File: config.mk
export PLATFORM = sky130hd
export DESIGN_NAME = rr_grant_arb
export DESIGN_NICKNAME = d
export VERILOG_FILES = /design/src/rtl/rr_grant_arb.sv
export SDC_FILE = /design/constraint.sdc
export NUM_CORES = 1
export LEC_CHECK = 0
export CAP_MARGIN = 0
export CORE_AREA = 2 2 67 69
export CTS_CLUSTER_DIAMETER = 80
export DETAILED_ROUTE_END_ITERATION = 6
export DIE_AREA = 0 0 69 71
export PLACE_DENSITY = 0.84
export SYNTH_ARGS = -nofsm -noshare
export SYNTH_HDL_FRONTEND = slang
export SYNTH_SLANG_ARGS = --single-unit
File: constraint.sdc
create_clock -name clk -period 6.9 [get_ports clk]
set_clock_uncertainty 0.05 [all_clocks]
set_input_delay 1.38 -clock clk [delete_from_list [all_inputs] [get_ports clk]]
set_output_delay 1.38 -clock clk [all_outputs]
set_load 0.02 [all_outputs]
File: src/rtl/rr_grant_arb.sv
// rr_grant_arb: round-robin arbiter with a registered one-hot grant held until done or request drop.
// Optional grant watchdog enabled by defining RR_GRANT_ARB_TIMEOUT_EN.
`default_nettype none

module rr_grant_arb #(
    parameter int W    = 16,
    parameter int IDXW = 4,
    parameter int TMO  = 64
) (
    input  logic            clk,
    input  logic            rst,
    input  logic [W-1:0]    req,
    input  logic            ls_mode,
    input  logic            done,
    output logic [W-1:0]    gnt,
    output logic            gnt_vld,
    output logic [IDXW-1:0] gnt_idx
`ifdef RR_GRANT_ARB_TIMEOUT_EN
    ,
    output logic            tmo_err
`endif
);

    generate
        if (W < 2 || W > 128 || IDXW != $clog2(W) || TMO < 1) begin : g_param_check
            $error("rr_grant_arb: illegal W/IDXW/TMO combination");
        end
    endgenerate

    typedef enum logic [0:0] {
        IDLE = 1'b0,
        HOLD = 1'b1
    } state_t;

    state_t          state_q, state_d;
    logic [W-1:0]    gnt_q, gnt_d;
    logic [IDXW-1:0] idx_q, idx_d;
    logic [IDXW-1:0] last_q, last_d;
    logic            last_vld_q, last_vld_d;
    logic            release_w;

    logic [IDXW-1:0] m_idx_w, u_idx_w, win_idx_w;
    logic            m_found_w;

`ifdef RR_GRANT_ARB_TIMEOUT_EN
    localparam int CNTW = $clog2(TMO + 1);
    logic [CNTW-1:0] cnt_q, cnt_d;
    logic            tmo_q, tmo_d;
`endif

    // Masked search finds the next candidate past the last winner; the
    // unmasked result is the wrap-around fallback.
    always_comb begin
        m_found_w = 1'b0;
        m_idx_w   = '0;
        u_idx_w   = '0;
        if (!ls_mode) begin
            for (int i = 0; i < W; i++) begin
                if (req[i]) begin
                    u_idx_w = IDXW'(i);
                    if (last_vld_q && (IDXW'(i) < last_q)) begin
                        m_found_w = 1'b1;
                        m_idx_w   = IDXW'(i);
                    end
                end
            end
        end else begin
            for (int i = W - 1; i >= 0; i--) begin
                if (req[i]) begin
                    u_idx_w = IDXW'(i);
                    if (last_vld_q && (IDXW'(i) > last_q)) begin
                        m_found_w = 1'b1;
                        m_idx_w   = IDXW'(i);
                    end
                end
            end
        end
        win_idx_w = m_found_w ? m_idx_w : u_idx_w;
    end

    assign release_w = done || !req[idx_q];

    always_comb begin
        state_d    = state_q;
        gnt_d      = gnt_q;
        idx_d      = idx_q;
        last_d     = last_q;
        last_vld_d = last_vld_q;
`ifdef RR_GRANT_ARB_TIMEOUT_EN
        cnt_d      = cnt_q;
        tmo_d      = 1'b0;
`endif
        if (state_q == IDLE) begin
            if (|req) begin
                state_d    = HOLD;
                gnt_d      = W'(1) << win_idx_w;
                idx_d      = win_idx_w;
                last_d     = win_idx_w;
                last_vld_d = 1'b1;
`ifdef RR_GRANT_ARB_TIMEOUT_EN
                cnt_d      = '0;
`endif
            end
        end else begin
            if (release_w) begin
                state_d = IDLE;
                gnt_d   = '0;
                idx_d   = '0;
`ifdef RR_GRANT_ARB_TIMEOUT_EN
            end else if (cnt_q == CNTW'(TMO - 1)) begin
                state_d = IDLE;
                gnt_d   = '0;
                idx_d   = '0;
                tmo_d   = 1'b1;
            end else begin
                cnt_d = cnt_q + 1'b1;
`endif
            end
        end
    end

    always_ff @(posedge clk) begin
        if (rst) begin
            state_q    <= IDLE;
            gnt_q      <= '0;
            idx_q      <= '0;
            last_q     <= '0;
            last_vld_q <= 1'b0;
`ifdef RR_GRANT_ARB_TIMEOUT_EN
            cnt_q      <= '0;
            tmo_q      <= 1'b0;
`endif
        end else begin
            state_q    <= state_d;
            gnt_q      <= gnt_d;
            idx_q      <= idx_d;
            last_q     <= last_d;
            last_vld_q <= last_vld_d;
`ifdef RR_GRANT_ARB_TIMEOUT_EN
            cnt_q      <= cnt_d;
            tmo_q      <= tmo_d;
`endif
        end
    end

    assign gnt     = gnt_q;
    assign gnt_vld = (state_q == HOLD);
    assign gnt_idx = idx_q;
`ifdef RR_GRANT_ARB_TIMEOUT_EN
    assign tmo_err = tmo_q;
`endif

endmodule

`default_nettype wire

-- Yosys cells after proc, flatten, opt, wreduce, memory -nomap -nowiden
Cells that the tools add are included.
- flip-flop bits (word level): 26
- output and inout port bits: 21
- word-level logic and storage cells: 287
- order comparisons: 33
- eq/ne operators: 1
- shifts and indexed selects: 1
- muxes and demuxes: 208
- bitwise logic cells: 1
- reduce and logical (&&, ||, !) cells: 38
- operator list (kind ; number):
    two-way mux 4 bit ; 119
    two-way mux 1 bit ; 85
    two-way mux 16 bit ; 3
    > comparator 4 bit (first input constant) ; 8
    logical AND 1 bit ; 32
    < comparator 4 bit (first input constant) ; 8
    > comparator 3 x 4 -> 1 bit (first input constant) ; 4
    < comparator 3 x 4 -> 1 bit (first input constant) ; 4
    OR reduction 16 bit ; 1
    << shifter 1 x 4 -> 16 bit (first input constant) ; 1
    > comparator 1 x 4 -> 1 bit (first input constant) ; 2
    > comparator 2 x 4 -> 1 bit (first input constant) ; 2
    < comparator 1 x 4 -> 1 bit (first input constant) ; 2
    < comparator 2 x 4 -> 1 bit (first input constant) ; 2
    < comparator 4 x 5 -> 1 bit (second input constant) ; 1
    binary-select mux 1 bit (select 4 bit) ; 1
    AND reduction 2 bit ; 2
    != test 2 x 1 -> 1 bit (second input constant) ; 1
    nonzero test 2 bit ; 1
    logical NOT 1 bit ; 1
    logical OR 1 bit ; 1
    NOT 1 bit ; 1

-- Depth between registers and ports, before layout
Gate-level depths: netlist (run 1).
- depth after elaboration: 51
- mapped depth: 11
- gate-level depth less buffers: 8

-- Worst setup path after synthesis (run 1)
No wires, ideal clock.
- kind: input-to-reg
- start: input req[6]
- end: register gnt_q[3] (netlist: gnt[3])
- setup time: 70 ps
- arrival: 3338 ps
- required time: 6780 ps
- path slack: 3443 ps
- cell stages on the path: 8
- path buffers: 1
- path through: clkbuf_1 -> inv_1 -> o32ai_1 -> nor2_1 -> a32o_2 -> a221oi_4 -> or4b_4 -> o21ai_1
- cells in the longest elaborated chain, start to end: 30
- elaborated cells on any way between the ends: 109
- classes of those cells: eq/ne: 1; shift: 1; mux: 102; reduce/logical: 5
- RTL lines (item ; line ; source):
    from (decl) ; 12 ; input logic [W-1:0] req,
    two-way mux 4 bit ; 59 ; if (req[i]) begin
    two-way mux 4 bit ; 57 ; if (!ls_mode) begin
    two-way mux 4 bit ; 61 ; if (last_vld_q && (IDXW'(i) < last_q)) begin
    two-way mux 4 bit ; 59 ;
    two-way mux 4 bit ; 57 ;
    two-way mux 4 bit ; 61 ;
    two-way mux 4 bit ; 59 ;
    two-way mux 4 bit ; 57 ;
    (+14 left out) ; -- ;
    two-way mux 4 bit ; 59 ;
    two-way mux 4 bit ; 61 ;
    two-way mux 4 bit ; 59 ;
    two-way mux 4 bit ; 57 ;
    two-way mux 4 bit ; 78 ; win_idx_w = m_found_w ? m_idx_w : u_idx_w;
    << shifter 1 x 4 -> 16 bit ; 96 ; gnt_d = W'(1) << win_idx_w;
    two-way mux 16 bit ; 94 ; if (|req) begin
    two-way mux 16 bit ; 93 ; if (state_q == IDLE) begin
    to (signal assigned) ; 135 ; gnt_q <= gnt_d;
    to (decl) ; 36 ; logic [W-1:0] gnt_q, gnt_d;
Parallel ways exist; a longest one is shown, timed or not. The select of a mux whose other input is x is not followed.
A chain may end at the register's enable or synchronous reset.

-- Worst setup path in the final report (run 1)
- start: input req[5]
- end: register gnt_q[5] (netlist: gnt[5])
- cells in the longest elaborated chain, start to end: 33
- elaborated cells on any way between the ends: 110
- classes of those cells: eq/ne: 1; shift: 1; mux: 103; reduce/logical: 5
- RTL lines (item ; line):
    two-way mux 4 bit ; 59
    two-way mux 4 bit ; 57
    two-way mux 4 bit ; 61
    two-way mux 4 bit ; 59
    two-way mux 4 bit ; 57
    two-way mux 4 bit ; 61
    two-way mux 4 bit ; 59
    two-way mux 4 bit ; 57
    (+17 left out) ; --
    two-way mux 4 bit ; 59
    two-way mux 4 bit ; 61
    two-way mux 4 bit ; 59
    two-way mux 4 bit ; 57
    two-way mux 4 bit ; 78
    << shifter 1 x 4 -> 16 bit ; 96
    two-way mux 16 bit ; 94
    two-way mux 16 bit ; 93
Parallel ways exist; a longest one is shown, timed or not. The select of a mux whose other input is x is not followed.

==> results of run 1 <==
worst register-to-register path, cell delays in order, from the launching register on:
cell and delay, ns:
dfxtp_1 0.89, nor2_1 0.29, o211ai_1 0.34, nand3b_1 0.14, nor4_1 0.30, a32o_2 0.31
a21o_2 0.23, or4b_4 0.51, o21ai_1 0.15
where the power goes:
group | internal [W] | switching (W) | leakage [nW]
Sequential | 0.000164 | 0.0000351 | 0.212
Combinational | 0.0000941 | 0.000120 | 0.692
Clock | 0.0000391 | 0.0000436 | 0.0216
per-layer routing:
| layer | vias up | GRT usage | part of all wire | wire length, um |
|---|---|---|---|---|
| li1 | 1206 | - | - | - |
| met1 | 1180 | 0.401 | 0.42 | 2880 |
| met2 | 195 | 0.425 | 0.43 | 2980 |
| met3 | 17 | 0.0726 | 0.14 | 940 |
| met4 | 0 | 0.0784 | 0.016 | 112 |
| met5 | - | 0 | 0 | 0 |
flip-flops by register name, indices dropped and copies added (netlist names):
| name | flops |
|---|---|
| gnt | 16 |
| gnt_vld | 1 |
| last_vld_q | 1 |
| gnt_idx | 4 |
| last_q | 4 |
cells in the final DEF (no fill, tap or decap), types with 4 or more instances in the layout:
master and instances:
nor2_1 22, nand2b_1 6, clkdlybuf4s50_1 40, o21ai_0 22
nand2_1 44, a211o_1 6, nand3_1 8, and3_1 5
a31oi_1 4, o22ai_1 5, a2111oi_0 4, or3_1 4
nor4_1 5, o21ai_1 9, a21boi_0 5, dfxtp_1 26
inv_1 12, nor3_1 5, a21oi_1 25, mux4_2 5
per-stage QoR:
step / total power (W) / util / hold WS [ns] / setup WS, ns / instance area, sq um
floorplan: 0.000352 / - / 0.472 / 3.44 / 2280
global placement: 0.000407 / 0.618 / 0.386 / 2.62 / 2600
detailed placement: 0.000410 / 0.618 / 0.390 / 2.51 / 2600
CTS: 0.000493 / 0.627 / 0.402 / 2.77 / 2640
global route: 0.000526 / 0.627 / 0.423 / 2.48 / 2640
finish: 0.000496 / 0.627 / 0.402 / 2.70 / 2640
layout make-up:
class	instances	area, sq um	area share
Clock buffer	3	41.3	0.0157
Multi-Input combinational cell	247	1570	0.593
Sequential cell	26	520	0.197
Inverter	12	45.0	0.0171
Timing Repair Buffer	40	400	0.152
Tap cell	52	65.1	0.0247
cell families (layout without fill, tap and decap cells):
| logic type | Yosys count | in the layout | share of synthesized area |
|---|---|---|---|
| flip-flops | 26 | 26 | 0.228 |
| AND/OR/NAND/NOR | 122 | 122 | 0.275 |
| multiplexers | 5 | 5 | 0.0493 |
| buffers and inverters | 35 | 55 | 0.0866 |
| AO/OA/AOI/OAI | 120 | 120 | 0.361 |
how the worst max path moves through the flow:
stage / slack [ns] / startpoint / endpoint
global route: 2.48 / req[5] / gnt[7]
floorplan: 3.44 / req[6] / gnt[3]
detailed placement: 2.51 / req[5] / gnt[5]
CTS: 2.77 / req[5] / gnt[5]
finish: 2.70 / req[5] / gnt[5]
global placement: 2.62 / req[5] / gnt[9]
==> summary.md, run 1 <==
| Metric | Value |
|---|---|
| Netlist Area Pre-Place | 2280 sq um |
| Die X-Extent | slightly below 70 um |
| Die area | roughly 4900 sq um |
| Worst Reg-to-Reg Cells | 8 |
| Number of vias per cell | 6.84 |
| Pleak | 0.926 nW |
| Wire length per cell | 18.2 um |
| Layout cells sized above 1 | 0.0579 |
| Root Driver | clkbuf_8 |
| Synth top area cells | dfxtp_1 23%, nand2_1 7.2%, a21oi_1 5.5%, mux4_2 4.9%, o21ai_0 4.8% |
| Clock transition at path regs | ~0.08 ns |
| Total routed wirelength | roughly 6.9 mm |
| Reg2Reg Capture Point | gnt[13] |
| Ports | 41 |
| Worst-skew pair later-pin latency | between 0.2 and 0.3 ns |
| Syn Inst Count | roughly 310 |
| Post-synthesis register bit count | 26 |
| Setup crit end kind | register |
| Synth cell count leaders | 44 x nand2_1, 26 x dfxtp_1, 25 x a21oi_1 |
| Worst vdd ir | between 0.0001 and 0.00015 V |
| Number of synthesized flops with an enable pin | 0 |
| Top-count cell post-synth | nand2_1 |
| CP cell instances | clkdlybuf4s50_1 -> or4_1 -> nand2b_1 -> inv_1 -> nand2_1 -> o21ai_1 -> nor2b_1 -> nand2_1 -> o21ai_0 |
| Vias | approximately 2,600 |
| Num CTS Buffers | 3 |
| Most used DFF post-synth | dfxtp_1 |
| Final Hold Vio Count | 0 |
| Reg2Reg Setup Slack | roughly 3.6 ns |
| Detail Route Antenna Nets | 0 |
| Worst Hold Depth | 2 |
| Setup bufs post-CTS | 0 |
| Sink Count | 26 |
| Max stage delay on crit path | 0.85 ns |
| Final setup viols | 0 |
| CTS tree | yes |
| CP max FO | 17 |
| Type of origin of the critical path | primary input |
| Worst path bufs/invs | 2 |
| Gpl congestion | approximately 0.99 |
| Rel. slew slack | 0.320 |
| Yosys warns | 0 |
| DRC Markers | 0 |
| Non-Filler Instances | 380 |
| Fillers | around 380 |
| Post-synthesis sequential area ratio | 0.228 |
| Fraction of registers with async set/reset | 0 |
| Syn nets | around 330 |
| Outcome | complete, no violations |
| Setup TNS | 0 ns |
| Area fraction of the dominant cell type after synthesis | 0.228 |
| Min-delay worst type | reg2reg |
| Global route overflow | 0 |
| GRT Total Usage | 0.282 |
| TritonRoute pass-1 iters | 5 |
| Unrepaired setup endpoints after global routing | false |
| H-tree Lvls | 1 |
| Hold path endpoint | gnt[0] |
| First-pass GRT wire length | roughly 11 mm |
| Reg-to-reg startpoint | last_q[1] |
| Starting Density | 0.543 |
| PortBufs | 40 |
| Worst endpoint data arrival time | between 4 and 5 ns |
| Vias in the first global route | approximately 2,200 |
| Post-synth cell types | between 60 and 70 |
| Hold Buf Count CTS | 0 |
| Initial antenna violation count | 0 |
| CP max-delay cell | nor2b_1 |
| Worst-margin pin slew | between 1 and 1.5 ns |
| Shortest period the worst path allows | about 4.2 ns |
| Largest area contributor in the netlist | dfxtp_1 |
| Levels on crit path | 9 |
| CP delay by family, top | simple AND/OR/NAND/NOR gates |
| Hold path start | gnt[0] |
| Syn Area/Cell | 7.41 sq um |
| Post-DP HPWL | around 5.0 mm |
| Die height | between 70 and 80 um |
| Clk buf depth | 2 |
| PwrDens | around 190 nW/um^2 |
| Core Area | 4200 sq um |
| Antenna cells | 0 |
| Nets | 350 |
| Max-Cap Viols | 0 |
| CP most frequent cell | nand2_1 |
| Max-slew violations | 0 |
| Largest net degree at the start of global routing | 28 |
| Post-cts repair resize count | 0 |
| Final period util | 0.608 |
| Rows | 24 |
| CP required | a little over 7 ns |
| Layout area overhead | 15.5% |
| WS Path Type | in2reg |
| Initial DRC Count | ~350 |
| Post-placement cell count | ~380 |
| Peak Freq | between 0.2 and 0.25 GHz |
Note: power is estimated with default switching activity, not from simulation.
==> inputs of run 2 (changes only) <==
- CORE_AREA: 2 2 67 69 -> 2 2 69 71
- DIE_AREA: 0 0 69 71 -> 0 0 71 73
- PLACE_DENSITY: 0.84 -> 0.8
- clock period: 6.9 -> 4.41 ns (I/O delays scaled with it)
==> summary.md, run 2 (synthesis results as in run 1) <==
| Metric | Value |
|---|---|
| Peak Freq | ~0.27 GHz |
| Root Driver | clkbuf_8 |
| Post-placement cell count | 382 (+1.3%) |
| TritonRoute pass-1 iters | 7 (+2) |
| Rows | 25 (+4.2%) |
| Worst vdd ir | 0.000171 V (+50%) |
| Register Area | 520 sq um (unchanged) |
| Pleak | 0.955 nW (+3.1%) |
| Final Hold Vio Count | 0 (unchanged) |
| Post-cts repair resize count | 0 (unchanged) |
| Failing checks | DRC |
| Vias in the first global route | 2,283 (+2.0%) |
| CP most frequent cell | nand2_1 |
| Worst-skew pair later-pin latency | 0.27 ns (about the same) |
| Max-slew violations | 0 (unchanged) |
| Initial antenna violation count | 0 (unchanged) |
| Hold path start | gnt[1] |
| Num CTS Buffers | 3 (unchanged) |
| Worst Hold Depth | 2 (unchanged) |
| PwrDens | 314 nW/um^2 (+67%) |
| Die height | 73 um (+2.8%) |
| Die area | 5180 sq um (+5.8%) |
| Setup crit end kind | register |
| Initial DRC Count | 312 (-12%) |
| Final Core Density | 0.594 (-0.0337) |
| Non-Filler Instances | 386 (+1.6%) |
| Layout cells sized above 1 | 0.0693 (+0.0114) |
| Layout area overhead | 17.9% |
| CP max-delay cell | nor2b_1 |
| First-pass GRT wire length | 11.6 mm (+2.6%) |
| Type of origin of the critical path | primary input |
| Most common cell after layout, fill and taps aside | nand2_1 |
| CTS tree | yes |
| Detail Route Antenna Nets | 0 (unchanged) |
| Hold Buf Count CTS | 0 (unchanged) |
| PortBufs | 40 (unchanged) |
| Core Area | 4540 sq um (+7.9%) |
| Reg-to-reg startpoint | last_q[1] |
| Setup ws final | 0.709 ns (-1.99 ns) |
| Sink Count | 26 (unchanged) |
| Worst Reg-to-Reg Cells | 8 (unchanged) |
| CP cell instances | clkdlybuf4s50_1 -> or4_1 -> nand2b_1 -> inv_1 -> nand2_1 -> o21ai_1 -> nor2b_1 -> nand2_1 -> o21ai_0 |
| Area of the multi-input gates | 1570 sq um (unchanged) |
| Hold path endpoint | gnt[1] |
| Nets | 353 (+0.86%) |
| Antenna cells | 0 (unchanged) |
| H-tree Lvls | 1 (unchanged) |
| Max reg flops | 16 (unchanged) |
| DRC Markers | 2 (+2) |
| Largest net degree at the start of global routing | 28 (unchanged) |
| Worst endpoint data arrival time | 3.84 ns (-0.50 ns) |
| Min-delay worst type | reg2reg |
| Fillers | 441 (+17%) |
| Global route overflow | 0 (unchanged) |
| GRT Total Usage | 0.281 (-0.00163) |
| Setup bufs post-CTS | 0 (unchanged) |
| Max-Cap Viols | 0 (unchanged) |
| Clk buf depth | 2 (unchanged) |
| Final period util | 0.839 |
| Number of vias per cell | 6.58 (-3.7%) |
| Gpl congestion | 0.978 (-0.84%) |
| CP max FO | 17 (unchanged) |
| Outcome | finished, violations left |
| Reg2Reg Setup Slack | 1.13 ns (-2.49 ns) |
| Total routed wirelength | 7.12 mm (+3.1%) |
| Pre-CTS setup slack | 0.460 ns (-2.05 ns) |
| Rel. slew slack | 0.300 (-0.0197) |
| Vias | 2,541 (-2.2%) |
| Reg2Reg Capture Point | gnt[15] |
| Final setup viols | 0 (unchanged) |
| Max stage delay on crit path | 0.87 ns (+0.02 ns) |
| Wire length per cell | 18.5 um (+1.5%) |
| Ports | 41 (unchanged) |
| Setup TNS | 0 ns (unchanged) |
| Shortest period the worst path allows | 3.70 ns |
| Worst-margin pin slew | 1.05 ns (+0.0295 ns) |
| Starting Density | 0.503 (-0.0397) |
| Clock transition at path regs | 0.09 ns (about the same) |
| Unrepaired setup endpoints after global routing | false |
| Commonest cells after routing, fill and taps aside | 44 x nand2_1, 40 x clkdlybuf4s50_1, 26 x dfxtp_1, 25 x a21oi_1 |
| WS Path Type | in2reg |
| Die X-Extent | 71 um (+2.9%) |
| CP required | 4.55 ns (-2.49 ns) |
| Post-DP HPWL | 5.26 mm (+4.8%) |
[run 2: cell count changes in the layout (fill, tap and decap cells not counted), sizes merged]
cell / delta
buf: +3
bufinv: +1
[run 2: where the power goes]
group / switching [W] / internal (W) / total, W
combinational: 0.000205 / 0.000150 / 0.000355
sequential: 0.0000402 / 0.000256 / 0.000296
clock: 0.0000734 / 0.000121 / 0.000195
[run 2: per-stage QoR]
step	power (W)	hold WS, ns	cell area (sq um)
6_report	0.000846	0.398	2690
5_1_grt	0.000896	0.423	2690
4_1_cts	0.000842	0.399	2690
3_5_place_dp	0.000649	0.387	2620
3_3_place_gp	0.000648	0.384	2620
2_1_floorplan	0.000551	0.472	2280
[run 2: how the worst max path moves through the flow]
stage	startpoint	end	slack, ns
detailed placement	req[5]	gnt[11]	0.46
finish	req[5]	gnt[11]	0.71
global route	req[5]	gnt[11]	0.45
global placement	req[5]	gnt[0]	0.58
floorplan	req[6]	gnt[3]	1.45
CTS	req[5]	gnt[11]	0.74
[run 2: final cells by class]
type / count / share of cell area
well taps: 54 / 0.0251
multi-input cells: 247 / 0.581
clock inverters: 1 / 0.0112
clock buffers: 3 / 0.0153
flip-flops and latches: 26 / 0.193
repair buffers: 43 / 0.157
inverters: 12 / 0.0167
[run 2: worst max-delay path, delay by kind of cell]
kind            cells  cell delay [ns]
compound gates      2             0.35
buf+inv             2             0.72
simple gates        5             1.89
[run 2: routing by layer]
metal,global-route usage,vias to the layer above,share of wire
met4,0.0377,0,0.0059
li1,-,1208,-
met3,0.0635,8,0.095
met5,0,-,0
met2,0.441,131,0.45
met1,0.405,1194,0.45
